## src/rtl/pipe_ctrl_pkg.sv

```systemverilog
// Shared types for the pipeline sequencer: FSM states and PC source selects.
// Optional build macro: PIPE_PERF_CNT_EN (see pipe_stall_ctrl.sv).
package pipe_ctrl_pkg;

    typedef enum logic [1:0] {
        RUN      = 2'd0,
        MEM_WAIT = 2'd1,
        DRAIN    = 2'd2
    } state_e;

    localparam logic [1:0] PC_SEL_SEQ   = 2'd0;
    localparam logic [1:0] PC_SEL_BR    = 2'd1;
    localparam logic [1:0] PC_SEL_SAVED = 2'd2;

endpackage

```

## src/rtl/pipe_stall_ctrl_if.sv

```systemverilog
// Sequencer <-> datapath bundle: stall/handshake requests in,
// per-stage enables, flushes and PC control out.
interface pipe_stall_ctrl_if;

    logic       hz_stall;
    logic       br_taken;
    logic       imem_ready;
    logic       dmem_access;
    logic       dmem_ready;
    logic       pc_en;
    logic [1:0] pc_sel;
    logic       tgt_save;
    logic       imem_discard;
    logic       if_id_en;
    logic       id_ex_en;
    logic       ex_mem_en;
    logic       mem_wb_en;
    logic       if_id_flush;
    logic       id_ex_flush;
    logic       mem_wb_flush;

    modport master (
        input  hz_stall, br_taken, imem_ready,
        input  dmem_access, dmem_ready,
        output pc_en, pc_sel, tgt_save, imem_discard,
        output if_id_en, id_ex_en, ex_mem_en, mem_wb_en,
        output if_id_flush, id_ex_flush, mem_wb_flush
    );

    modport slave (
        output hz_stall, br_taken, imem_ready,
        output dmem_access, dmem_ready,
        input  pc_en, pc_sel, tgt_save, imem_discard,
        input  if_id_en, id_ex_en, ex_mem_en, mem_wb_en,
        input  if_id_flush, id_ex_flush, mem_wb_flush
    );

endinterface

```

## src/rtl/pipe_wdt.sv

```systemverilog
// Saturating consecutive-wait counter with clear and a sticky error flag
// that sets when the count reaches LIMIT.
module pipe_wdt #(
    parameter int WDT_W     = 8,
    parameter int WDT_LIMIT = 200
) (
    input  logic clk,
    input  logic rstn,
    input  logic inc,
    input  logic clr,
    output logic err
);

    localparam logic [WDT_W-1:0] LIM = WDT_W'(WDT_LIMIT);

    logic [WDT_W-1:0] cnt_q;
    logic [WDT_W-1:0] cnt_d;
    logic             err_q;

    always_comb begin
        cnt_d = cnt_q;
        if (clr)
            cnt_d = '0;
        else if (inc && cnt_q != '1)
            cnt_d = cnt_q + 1'b1;
    end

    // Error is registered off the next count, so it is visible
    // in the cycle after the count reaches LIMIT.
    always_ff @(posedge clk or negedge rstn) begin
        if (!rstn) begin
            cnt_q <= '0;
            err_q <= 1'b0;
        end else begin
            cnt_q <= cnt_d;
            err_q <= err_q | (cnt_d == LIM);
        end
    end

    assign err = err_q;

endmodule

```

## src/rtl/pipe_stall_ctrl.sv

```systemverilog
// Central 5-stage pipeline sequencer: stage enables, bubbles, redirects.
// Optional build macro: PIPE_PERF_CNT_EN adds stall/redirect counters.
module pipe_stall_ctrl
    import pipe_ctrl_pkg::*;
#(
    parameter int WDT_W     = 8,
    parameter int WDT_LIMIT = 200,
    parameter int CNT_W     = 32
) (
    input  logic             clk,
    input  logic             rstn,
    pipe_stall_ctrl_if.master bus,
    output logic             wdt_err,
`ifdef PIPE_PERF_CNT_EN
    output logic [CNT_W-1:0] stall_cycles,
    output logic [CNT_W-1:0] redirect_cnt,
`endif
    output logic [1:0]       state_o
);

    state_e     st_q, st_d;
    logic       redir_q, redir_d;
    logic       dm_stall, freeze, wdt_inc;
    logic       pc_en, tgt_save, discard;
    logic [1:0] pc_sel;
    logic       if_id_en, id_ex_en, ex_mem_en, mem_wb_en;
    logic       if_id_flush, id_ex_flush, mem_wb_flush;

    assign dm_stall = bus.dmem_access && !bus.dmem_ready;

    always_comb begin
        pc_en        = 1'b1;
        pc_sel       = PC_SEL_SEQ;
        tgt_save     = 1'b0;
        discard      = 1'b0;
        if_id_en     = 1'b1;
        id_ex_en     = 1'b1;
        ex_mem_en    = 1'b1;
        mem_wb_en    = 1'b1;
        if_id_flush  = 1'b0;
        id_ex_flush  = 1'b0;
        mem_wb_flush = 1'b0;
        st_d         = st_q;
        redir_d      = redir_q;
        freeze = ((st_q == RUN || st_q == DRAIN) && dm_stall)
              || (st_q == MEM_WAIT && !bus.dmem_ready);
        if (freeze) begin
            pc_en        = 1'b0;
            if_id_en     = 1'b0;
            id_ex_en     = 1'b0;
            ex_mem_en    = 1'b0;
            mem_wb_flush = 1'b1;
            if (st_q == RUN)
                st_d = MEM_WAIT;
            // Stale fetch lands during the stall: drop it, redirect later.
            if (st_q == DRAIN && bus.imem_ready) begin
                discard = 1'b1;
                redir_d = 1'b1;
                st_d    = MEM_WAIT;
            end
        end else if (st_q == DRAIN) begin
            if_id_flush = 1'b1;
            if (bus.imem_ready) begin
                discard = 1'b1;
                pc_sel  = PC_SEL_SAVED;
                st_d    = RUN;
            end else begin
                pc_en = 1'b0;
            end
        end else begin
            st_d = RUN;
            priority case (1'b1)
                bus.hz_stall: begin
                    pc_en       = 1'b0;
                    if_id_en    = 1'b0;
                    id_ex_flush = 1'b1;
                end
                redir_q: begin
                    pc_sel      = PC_SEL_SAVED;
                    if_id_flush = 1'b1;
                    redir_d     = 1'b0;
                end
                bus.br_taken && bus.imem_ready: begin
                    pc_sel      = PC_SEL_BR;
                    if_id_flush = 1'b1;
                end
                bus.br_taken: begin
                    tgt_save    = 1'b1;
                    pc_en       = 1'b0;
                    if_id_flush = 1'b1;
                    st_d        = DRAIN;
                end
                !bus.imem_ready: begin
                    pc_en       = 1'b0;
                    if_id_flush = 1'b1;
                end
                default: ;
            endcase
        end
    end

    always_ff @(posedge clk or negedge rstn) begin
        if (!rstn) begin
            st_q    <= RUN;
            redir_q <= 1'b0;
        end else begin
            st_q    <= st_d;
            redir_q <= redir_d;
        end
    end

    assign bus.pc_en        = rstn & pc_en;
    assign bus.pc_sel       = rstn ? pc_sel : PC_SEL_SEQ;
    assign bus.tgt_save     = rstn & tgt_save;
    assign bus.imem_discard = rstn & discard;
    assign bus.if_id_en     = rstn & if_id_en;
    assign bus.id_ex_en     = rstn & id_ex_en;
    assign bus.ex_mem_en    = rstn & ex_mem_en;
    assign bus.mem_wb_en    = rstn & mem_wb_en;
    assign bus.if_id_flush  = !rstn | if_id_flush;
    assign bus.id_ex_flush  = !rstn | id_ex_flush;
    assign bus.mem_wb_flush = !rstn | mem_wb_flush;
    assign state_o          = st_q;

    assign wdt_inc = (st_q == MEM_WAIT) || (st_q == DRAIN)
                  || (st_q == RUN && !bus.imem_ready);

    pipe_wdt #(
        .WDT_W     (WDT_W),
        .WDT_LIMIT (WDT_LIMIT)
    ) u_wdt (
        .clk  (clk),
        .rstn (rstn),
        .inc  (wdt_inc),
        .clr  (!wdt_inc),
        .err  (wdt_err)
    );

`ifdef PIPE_PERF_CNT_EN
    always_ff @(posedge clk or negedge rstn) begin
        if (!rstn) begin
            stall_cycles <= '0;
            redirect_cnt <= '0;
        end else begin
            if (!pc_en)
                stall_cycles <= stall_cycles + 1'b1;
            if (pc_en && pc_sel != PC_SEL_SEQ)
                redirect_cnt <= redirect_cnt + 1'b1;
        end
    end
`endif

endmodule

```

## src/flat_wrapper.sv

```systemverilog
// flat-port wrapper written by rule: the top's interface ports become plain ports
module pipe_stall_ctrl_flat import pipe_ctrl_pkg::*;
#(
    parameter int WDT_W     = 8,
    parameter int WDT_LIMIT = 200,
    parameter int CNT_W     = 32
)
  (clk, rstn, wdt_err, state_o, bus_hz_stall, bus_br_taken, bus_imem_ready, bus_dmem_access, bus_dmem_ready, bus_pc_en, bus_pc_sel, bus_tgt_save, bus_imem_discard, bus_if_id_en, bus_id_ex_en, bus_ex_mem_en, bus_mem_wb_en, bus_if_id_flush, bus_id_ex_flush, bus_mem_wb_flush);
  pipe_stall_ctrl_if bus_i ();
  input  logic clk;
  input  logic rstn;
  output logic wdt_err;
  output logic [1:0] state_o;
  input wire logic [$bits(bus_i.hz_stall)-1:0] bus_hz_stall;
  input wire logic [$bits(bus_i.br_taken)-1:0] bus_br_taken;
  input wire logic [$bits(bus_i.imem_ready)-1:0] bus_imem_ready;
  input wire logic [$bits(bus_i.dmem_access)-1:0] bus_dmem_access;
  input wire logic [$bits(bus_i.dmem_ready)-1:0] bus_dmem_ready;
  output wire logic [$bits(bus_i.pc_en)-1:0] bus_pc_en;
  output wire logic [$bits(bus_i.pc_sel)-1:0] bus_pc_sel;
  output wire logic [$bits(bus_i.tgt_save)-1:0] bus_tgt_save;
  output wire logic [$bits(bus_i.imem_discard)-1:0] bus_imem_discard;
  output wire logic [$bits(bus_i.if_id_en)-1:0] bus_if_id_en;
  output wire logic [$bits(bus_i.id_ex_en)-1:0] bus_id_ex_en;
  output wire logic [$bits(bus_i.ex_mem_en)-1:0] bus_ex_mem_en;
  output wire logic [$bits(bus_i.mem_wb_en)-1:0] bus_mem_wb_en;
  output wire logic [$bits(bus_i.if_id_flush)-1:0] bus_if_id_flush;
  output wire logic [$bits(bus_i.id_ex_flush)-1:0] bus_id_ex_flush;
  output wire logic [$bits(bus_i.mem_wb_flush)-1:0] bus_mem_wb_flush;
  assign bus_i.hz_stall = bus_hz_stall;
  assign bus_i.br_taken = bus_br_taken;
  assign bus_i.imem_ready = bus_imem_ready;
  assign bus_i.dmem_access = bus_dmem_access;
  assign bus_i.dmem_ready = bus_dmem_ready;
  assign bus_pc_en = bus_i.pc_en;
  assign bus_pc_sel = bus_i.pc_sel;
  assign bus_tgt_save = bus_i.tgt_save;
  assign bus_imem_discard = bus_i.imem_discard;
  assign bus_if_id_en = bus_i.if_id_en;
  assign bus_id_ex_en = bus_i.id_ex_en;
  assign bus_ex_mem_en = bus_i.ex_mem_en;
  assign bus_mem_wb_en = bus_i.mem_wb_en;
  assign bus_if_id_flush = bus_i.if_id_flush;
  assign bus_id_ex_flush = bus_i.id_ex_flush;
  assign bus_mem_wb_flush = bus_i.mem_wb_flush;
  pipe_stall_ctrl #(.WDT_W(WDT_W), .WDT_LIMIT(WDT_LIMIT), .CNT_W(CNT_W)) u_core (.clk(clk), .rstn(rstn), .bus(bus_i), .wdt_err(wdt_err), .state_o(state_o));
endmodule
```

## config.mk

```make
export PLATFORM = sky130hd
export DESIGN_NAME = pipe_stall_ctrl_flat
export DESIGN_NICKNAME = d
export VERILOG_FILES = /design/src/rtl/pipe_ctrl_pkg.sv /design/src/rtl/pipe_stall_ctrl_if.sv /design/src/rtl/pipe_wdt.sv /design/src/rtl/pipe_stall_ctrl.sv /design/src/flat_wrapper.sv
export SDC_FILE = /design/constraint.sdc
export NUM_CORES = 1
export LEC_CHECK = 0
export ABC_AREA = 0
export BUFFER_PORTS_ARGS = -buffer_cell sky130_fd_sc_hd__buf_2
export CORE_AREA = 4 4 46 48
export CTS_CLUSTER_SIZE = 25
export DETAILED_ROUTE_END_ITERATION = 10
export DIE_AREA = 0 0 50 52
export PLACE_DENSITY = 0.74
export SKIP_LAST_GASP = 1
export SLEW_MARGIN = 30
export SYNTH_ARGS = -nofsm -noshare
export SYNTH_HDL_FRONTEND = slang
export SYNTH_SLANG_ARGS = --single-unit
export TNS_END_PERCENT = 30
```

## constraint.sdc

```tcl
create_clock -name clk -period 2.1 [get_ports clk]
set_input_delay 0 -clock clk [delete_from_list [all_inputs] [get_ports clk]]
set_output_delay 0 -clock clk [all_outputs]
set_load 0.05 [all_outputs]
```

==> results.json, run 1 <==
{
  "drt_wl_total_mm": 1.768,
  "drv_cap": 0,
  "finalMaxSlewViolations": 0,
  "top_layer": "met4",
  "clockRootBuffer": "clkbuf_4",
  "drt-pass1-iter-count": 4,
  "final_cells": 145,
  "final_layout_size_suffix_gt1_frac": 0.3000,
  "clk_pin_slew_ps": 80,
  "die_y_um": 52,
  "cp-start-kind": "flop",
  "holdPathStages": 4,
  "async_reset_ff_frac": 1.000,
  "max_slew_margin": 0.5573,
  "grt_pass1_wl_mm": 3.291,
  "yosysUniqueCellTypes": 34,
  "ff2ff_path_depth": 5,
  "drt_iter0_drc": 14,
  "worstPathRequired_ps": 2100,
  "route.met2.wl_um": 838,
  "slowest_delay_ps": 390,
  "n_antenna_cell": 0,
  "crit_chain": "inv_1 -> ha_1 -> o21ai_1 -> a21oi_2 -> buf_4 -> nor3_1 -> buf_2",
  "rsz0062_at_grt": "false",
  "core_area_sq_mm": 0.001708,
  "num-fill-cells": 156,
  "hold_violations": 0,
  "numCtsBuffers": 3,
  "ys.flop_type": "dfrtp_1",
  "rows": 15,
  "io_pins": 22,
  "numClockSinks": 12,
  "synth_edf_count": 0,
  "power.density_mw_per_mm2": 748.0,
  "period_needed_ps": 1911,
  "wl_met3_um": 61,
  "timing.rr.end": "u_core.u_wdt.err",
  "cp_max_fo": 6,
  "syn_area_sq_um": 829.5,
  "setup_viol": 0,
  "vias": 794,
  "slowest_stage": "dfrtp_2",
  "whs_endpoint": "u_core.state_o[0]",
  "grt_max_degree": 18,
  "clk_latency_ps": 270,
  "end_kind": "output pin",
  "r2r_setup_slack_ps": 210,
  "viasPerCell": 5.476,
  "die_x_um": 50,
  "yosys_warnings": 0,
  "ir_drop_mv": 0.4714,
  "initial_utilization": 0.4857,
  "final_area_sq_mm": 0.001015,
  "dieArea_sq_mm": 0.002600,
  "fin_skew_ps": 4.374,
  "finalCritPeriodShare": 0.9100,
  "tightest_slew_ps": 664.1,
  "ys_ff_latch": 12,
  "area_growth_pct": 22.32,
  "htree_levels": 1,
  "wl_per_cell_um": 12.19,
  "gr-total-overflow": 0,
  "place_area_sq_um": 968.4,
  "cts_tree": "done",
  "syn_nets": 108,
  "outcome": "complete, no violations",
  "hp-class": "in -> reg",
  "critPathKind": "reg -> out",
  "drc_errors": 0,
  "layout_commonest_cell": "buf_2",
  "fin_tns_setup_ps": 0,
  "grt_use_total": 0.1643,
  "io_buffers": 21,
  "reg2reg_from": "u_core.state_o[0]",
  "arrival_ps": 1910,
  "cellLeakagePower_uw": 0.0004771,
  "antenna_found_initial": 0,
  "dp.final_hpwl_mm": 1.366,
  "synth.avg_cell_area_sq_um": 8.552,
  "min_from": "bus_dmem_ready",
  "dp_cells": 140,
  "post_cts.repair.setup_buffers": 0,
  "grt_pass1_vias": 729,
  "max_clock_freq_mhz": 523.3,
  "clockBufferDepth": 2,
  "seq_area_frac_synth": 0.3620,
  "wl_met1_um": 844,
  "detail-route-antenna-nets": 0,
  "gp_congestion": 0.7822,
  "syn_inst": 97,
  "nets": 132,
  "most-common-layout-cells": "19 x buf_2, 10 x dfrtp_1, 9 x inv_1"
}
[sequential cells by signal, summed over array words and instances, names as in the netlist]
signal              cells
u_core.redir_q          1
u_core.state_o          2
u_core.u_wdt.cnt_q      8
u_core.u_wdt.err        1
[metal layers]
metal,global-route usage,up-vias
met5,0,-
met4,0.06912,0
met3,0.03438,4
met2,0.2522,16
met1,0.2226,375
li1,-,399
[worst max-delay path by stage]
stage,from,to,slack (ps),depth (start not counted)
2_1_floorplan,u_core.state_o[0],bus_pc_en,-180,6
3_3_place_gp,u_core.state_o[0],u_core.u_wdt.err,290,5
3_5_place_dp,u_core.state_o[0],u_core.u_wdt.err,240,5
4_1_cts,u_core.state_o[0],bus_tgt_save,60,7
5_1_grt,u_core.state_o[0],u_core.u_wdt.err,4,5
6_report,u_core.state_o[0],bus_pc_sel[0],190,7
[where the power goes]
part,internal [uW],switching (uW)
Clock,73.6,76.1
Sequential,263,47.5
Combinational,100,199
Total,436,323
[synthesized netlist by cell type, types with 2 or more instances]
master,count,share of area
or3_1,2,0.015
a21oi_1,9,0.054
ha_1,4,0.060
buf_4,3,0.027
nand2_1,4,0.018
nor3b_1,2,0.018
mux2i_1,3,0.036
a31oi_1,3,0.023
nand3_1,5,0.030
xnor2_1,2,0.021
inv_1,9,0.041
nor3_1,6,0.036
nor2_1,7,0.032
o21ai_0,7,0.042
dfrtp_1,12,0.36
[worst max-delay path: cells and delay by family, from the launching register on]
family	cells	cell delay (ps)
AO/OA/AOI/OAI	2	310
adder cells (fa/ha/maj)	1	240
buffers and inverters	3	530
flip-flops	1	390
AND/OR/NAND/NOR	1	170
[what timing repair did]
item / in CTS / in global routing
endpoints found under the setup margin: 0 / 4
resized for setup: 0 / 5
hold endpoints to repair: 12 / 0
hold buffers: 1 / 0
[cell families after synthesis]
group / after synthesis / synth area share
mux: 3 / 0.03620
fa+ha+maj: 4 / 0.06033
xor+xnor: 2 / 0.02112
flops: 12 / 0.3620
simple gates: 32 / 0.2036
buf+inv: 15 / 0.09048
compound gates: 29 / 0.2263
[layout make-up]
cell class	instances	area, sq um	share of cell area
well taps	25	31.28	0.03083
flip-flops and latches	12	302.8	0.2984
repair buffers	23	127.6	0.1258
clock buffers	4	26.28	0.02589
multi-input cells	70	485.5	0.4784
inverters	11	41.29	0.04069
[stage by stage]
stage | hold WS [ps] | utilization | setup WS, ps | total power (uW)
floorplan | -295.6 | - | -183.9 | 551.7
global placement | -73.75 | 0.5670 | 288.3 | 601.6
detailed placement | -70.97 | 0.5670 | 242.5 | 610.9
CTS | 25.56 | 0.5883 | 63.91 | 763.4
global route | 63.98 | 0.5941 | 3.525 | 820.1
finish | 39.14 | 0.5941 | 188.9 | 759.0
(Power assumes the default switching activity.)
==> inputs of run 2 (changes only) <==
Settings changed: BUFFER_PORTS_ARGS -buffer_cell sky130_fd_sc_hd__buf_2 to default, CORE_AREA 4 4 46 48 to 4 4 45 47, DIE_AREA 0 0 50 52 to 0 0 49 51, DONT_BUFFER_PORTS from default to 1, GPL_TIMING_DRIVEN from default to 0, PLACE_DENSITY 0.74 to 0.68.
Clock period 2.1 ns to 1.65 ns, I/O delays scaled along.
==> results.json, run 2 (synthesis results as in run 1) <==
{
  "outcome": "finished, violations left",
  "violations": "setup timing",
  "hold_ws_ps": 109.5,
  "critPathKind": "reg -> out",
  "tightest_slew_ps": 633.5,
  "place_area_sq_um": 945.9,
  "rows": 15,
  "gp_congestion": 0.8274,
  "power.density_mw_per_mm2": 1008,
  "rsz0062_at_grt": "true",
  "die_y_um": 51,
  "clockRootBuffer": "clkbuf_4",
  "hold_violations": 0,
  "grt_pass1_vias": 708,
  "numClockSinks": 12,
  "setup_viol": 12,
  "period_needed_ps": 2225,
  "met1_usage": 0.1712,
  "worstPathRequired_ps": 1650,
  "finalCritPeriodShare": 1.348,
  "io_buffers": 0,
  "cts_tree": "done",
  "cp_max_fo": 6,
  "worst_slack_ps": -574.5,
  "max_clock_freq_mhz": 449.5,
  "final_layout_size_suffix_gt1_frac": 0.3491,
  "drt_iter0_drc": 11,
  "dp_cells": 114,
  "grt_pass1_wl_mm": 3.070,
  "antenna_found_initial": 0,
  "core_area_sq_mm": 0.001652,
  "most-common-layout-cells": "10 x dfrtp_1, 6 x inv_1, 6 x nor2_1, 6 x a21oi_1",
  "clk_pin_slew_ps": 80,
  "num-fill-cells": 132,
  "fin_skew_ps": 4.577,
  "end_kind": "output pin",
  "initial_utilization": 0.5023,
  "n_antenna_cell": 0,
  "detail-route-antenna-nets": 0,
  "grtUsageMet2": 0.2783,
  "drc_errors": 0,
  "grt_use_met3": 0.03499,
  "cp-start-kind": "flop",
  "viasPerCell": 6.098,
  "nets": 118,
  "finalPower_uw": 1092,
  "dieArea_sq_mm": 0.002499,
  "vias": 750,
  "fin_tns_setup_ps": -4605,
  "layout_commonest_cell": "dfrtp_1",
  "numCtsBuffers": 3,
  "ir_drop_mv": 0.9295,
  "grt_use_total": 0.1521,
  "hp-class": "in -> reg",
  "area_growth_pct": 30.62,
  "max_slew_margin": 0.5779,
  "io_pins": 22,
  "arrival_ps": 2220,
  "drv_cap": 0,
  "cellLeakagePower_uw": 0.0004374,
  "clockBufferDepth": 2,
  "wl_per_cell_um": 14.93,
  "grt_max_degree": 13,
  "top_register": "u_core.u_wdt.cnt_q",
  "dp.final_hpwl_mm": 1.254,
  "finalMaxSlewViolations": 0,
  "gr-total-overflow": 0,
  "final_area_sq_mm": 0.001084,
  "htree_levels": 1,
  "drt-pass1-iter-count": 4,
  "largest_reg_flops": 8,
  "final_cells": 123,
  "drt_wl_total_mm": 1.836,
  "clk_latency_ps": 280,
  "die_x_um": 49,
  "busiest_layer": "met2"
}
-- run 2: cell count changes in the layout (fill, tap and decap cells not counted), sizes merged --
| cell | delta |
|---|---|
| clkinvlp | +2 |
| clkinv | -1 |
| buf | -15 |
| dlygate4sd3 | +1 |
| inv | -1 |
-- run 2: final timing paths --
check	start	to	slack [ps]	depth (start not counted)
setup / recovery	u_core.state_o[0]	bus_id_ex_en	-570	7
setup reg to reg	u_core.state_o[0]	u_core.u_wdt.err	-230	6
max in group asynchronous	rstn	u_core.state_o[0]	1140	1
min in group asynchronous	rstn	u_core.u_wdt.cnt_q[4]	130	1
hold reg to reg	u_core.u_wdt.cnt_q[2]	u_core.u_wdt.cnt_q[2]	570	2
hold / removal	bus_imem_ready	u_core.redir_q	110	3
-- run 2: power by group --
group / internal [uW] / switching (uW) / total (uW) / leakage, uW
Sequential: 334 / 85.2 / 419 / 0.000155
Combinational: 170 / 269 / 438 / 0.000261
Clock: 134 / 101 / 235 / 0.0000210
Total: 638 / 455 / 1090 / 0.000437
-- run 2: per-layer routing --
| layer | vias up | wire length [um] |
|---|---|---|
| li1 | 368 | - |
| met2 | 29 | 897 |
| met1 | 348 | 764 |
| met3 | 5 | 137 |
| met5 | - | 0 |
| met4 | 0 | 36 |
-- run 2: critical path: stages, from the launching register on --
cell and delay, ps:
dfrtp_2 550, inv_4 140, ha_4 140, o21ai_2 70
a21oi_4 140, nand2b_4 320, clkinvlp_4 350, buf_8 250
-- run 2: timing repair --
item / in CTS / in global routing
buffers inserted: 3 / 0
pin swaps: 3 / 3
setup endpoints to repair: 21 / 23
gates resized for setup: 4 / 9
hold buffers: 2 / 0
hold endpoints to repair: 13 / 0
-- run 2: layout make-up --
cell class,count,area [sq um],area share
Multi-Input combinational cell,70,585.6,0.5404
Sequential cell,12,302.8,0.2794
Inverter,11,53.80,0.04965
Timing Repair Buffer,5,42.54,0.03926
Buffer,4,41.29,0.03811
Clock buffer,4,36.28,0.03349
Tap cell,17,21.27,0.01963
-- run 2: stage by stage --
step / worst slack [ps] / utilization
after floorplan: -351.0 / -
after global placement: -467.4 / 0.5727
after detailed placement: -494.0 / 0.5727
after CTS: -591.5 / 0.6318
after global routing: -641.2 / 0.6561
final: -574.5 / 0.6561
==> inputs of run 3 (changes only) <==
--- a/config.mk
+++ b/config.mk
@@ -15,2 +15,4 @@
 export PLACE_DENSITY = 0.68
+export RECOVER_POWER = 100
+export SKIP_CTS_REPAIR_TIMING = 1
 export SKIP_LAST_GASP = 1
==> constraint.sdc (replaced) <==
create_clock -name clk -period 1.65 [get_ports clk]
set_input_delay 0.165 -clock clk [delete_from_list [all_inputs] [get_ports clk]]
set_output_delay 0.165 -clock clk [all_outputs]
set_load 0.05 [all_outputs]
==> results.json, run 3 (synthesis results as in run 1) <==
{
  "outcome": "finished, violations left",
  "violations": "setup timing",
  "grt_pass1_wl_mm": 2.815,
  "gr-total-overflow": 0,
  "num-fill-cells": 137,
  "holdPathStages": 2,
  "finalCritPeriodShare": 1.510,
  "vias": 757,
  "reg2reg_from": "u_core.state_o[1]",
  "final_layout_size_suffix_gt1_frac": 0.2963,
  "io_buffers": 0,
  "arrival_ps": 2330,
  "clk_latency_ps": 270,
  "ir_drop_mv": 0.9225,
  "hp-class": "in -> reg",
  "area_growth_pct": 26.85,
  "layout_commonest_cell": "dfrtp_1",
  "whs_endpoint": "u_core.redir_q",
  "multiInputGateArea_sq_um": 551.8,
  "critPathKind": "reg -> out",
  "drt-pass1-iter-count": 4,
  "finalMaxSlewViolations": 0,
  "die_y_um": 51,
  "largest_reg_flops": 8,
  "end_kind": "output pin",
  "max_slew_margin": 0.3618,
  "worstPathRequired_ps": 1480,
  "cellLeakagePower_uw": 0.0004417,
  "crit_chain": "inv_4 -> ha_4 -> o21ai_4 -> a21oi_4 -> nand2b_4 -> clkinvlp_4 -> buf_8",
  "most-common-layout-cells": "10 x dfrtp_1, 7 x buf_4, 7 x a21oi_1, 7 x nor2_1, 6 x inv_1",
  "slowest_delay_ps": 540,
  "numClockSinks": 12,
  "period_needed_ps": 2492,
  "grt_pass1_vias": 683,
  "nets": 120,
  "ff2ff_path_depth": 7,
  "core_area_sq_mm": 0.001652,
  "gp_congestion": 0.8274,
  "viasPerCell": 6.056,
  "dp.final_hpwl_mm": 1.254,
  "timing.rr.end": "u_core.u_wdt.err",
  "clockRootBuffer": "clkbuf_4",
  "fin_tns_setup_ps": -10200,
  "cp_max_fo": 6,
  "drc_errors": 0,
  "initial_utilization": 0.5023,
  "worst_slack_ps": -841.8,
  "min_from": "bus_hz_stall",
  "wl_per_cell_um": 14.02,
  "fin_skew_ps": 2.723,
  "htree_levels": 1,
  "numCtsBuffers": 3,
  "detail-route-antenna-nets": 0,
  "antenna_found_initial": 0,
  "tightest_slew_ps": 950.9,
  "io_pins": 22,
  "grt_use_total": 0.1366,
  "top_register": "u_core.u_wdt.cnt_q",
  "dieArea_sq_mm": 0.002499,
  "slowest_stage": "dfrtp_2",
  "register_area_sq_um": 302.8,
  "drv_cap": 0,
  "cp-start-kind": "flop",
  "clk_pin_slew_ps": 80,
  "die_x_um": 49,
  "drt_wl_total_mm": 1.752,
  "utilization": 0.6371,
  "cts_tree": "done",
  "setup_viol": 21,
  "r2r_setup_slack_ps": -610,
  "grt_max_degree": 18,
  "clockBufferDepth": 2,
  "max_clock_freq_mhz": 401.3,
  "rows": 15,
  "rsz0062_at_grt": "true",
  "power.density_mw_per_mm2": 1030,
  "n_antenna_cell": 0,
  "drt_iter0_drc": 6,
  "hold_violations": 0
}
==> run 3: changes by cell type in the layout (fill, tap and decap cells not counted), sizes merged <==
cell and change:
clkinv +1, buf +2, clkbuf +1, dlygate4sd3 -1
clkinvlp -1
==> run 3: per-stage QoR <==
| step | cells | hold WS [ps] | instance area [sq um] | power (uW) | setup slack, ps |
|---|---|---|---|---|---|
| 4_1_cts | 118 | -428.0 | 982.2 | 1033 | -947.0 |
| 3_3_place_gp | 114 | -130.1 | 945.9 | 789.9 | -632.4 |
| 6_report | 125 | 51.88 | 1052 | 1084 | -841.8 |
| 5_1_grt | 125 | 72.63 | 1052 | 1147 | -907.7 |
| 2_1_floorplan | 97 | -130.6 | 924.6 | 744.5 | -516.0 |
| 3_5_place_dp | 114 | -130.1 | 945.9 | 799.3 | -646.9 |
==> run 3: report_power, final <==
group	switching (uW)	leakage, uW	total, uW	internal [uW]
combinational	261	0.000265	436	175
sequential	80.4	0.000155	414	334
clock	100	0.0000210	234	134
==> run 3: layout make-up <==
cell class                 count  area share
multi-input combinational     70      0.5244
sequential                    12      0.2878
timing repair buffer           7     0.05232
inverter                      11     0.04518
buffer                         4     0.03567
clock buffer                   4     0.03448
tap                           17     0.02021
==> run 3: worst max-delay path by stage <==
stage                           start      endpoint
floorplan           u_core.state_o[1]  bus_id_ex_en
global placement    u_core.state_o[1]  bus_id_ex_en
detailed placement  u_core.state_o[1]  bus_id_ex_en
CTS                 u_core.state_o[1]  bus_id_ex_en
global route        u_core.state_o[0]  bus_id_ex_en
finish              u_core.state_o[0]  bus_id_ex_en
==> run 3: routing by layer <==
| metal | share of wire | global-route usage | vias to the layer above |
|---|---|---|---|
| li1 | - | - | 371 |
| met1 | 0.45 | 0.1618 | 358 |
| met2 | 0.46 | 0.2261 | 23 |
| met3 | 0.067 | 0.04373 | 5 |
| met4 | 0.019 | 0.05830 | 0 |
| met5 | 0 | 0 | - |
==> run 3: critical path, delay by kind of cell (launching register included) <==
family | cells | cell delay (ps)
AOI/OAI and AO/OA | 2 | 270
buffers and inverters | 3 | 730
and+or+nand+nor | 1 | 340
DFF | 1 | 540
adders and majority gates | 1 | 170
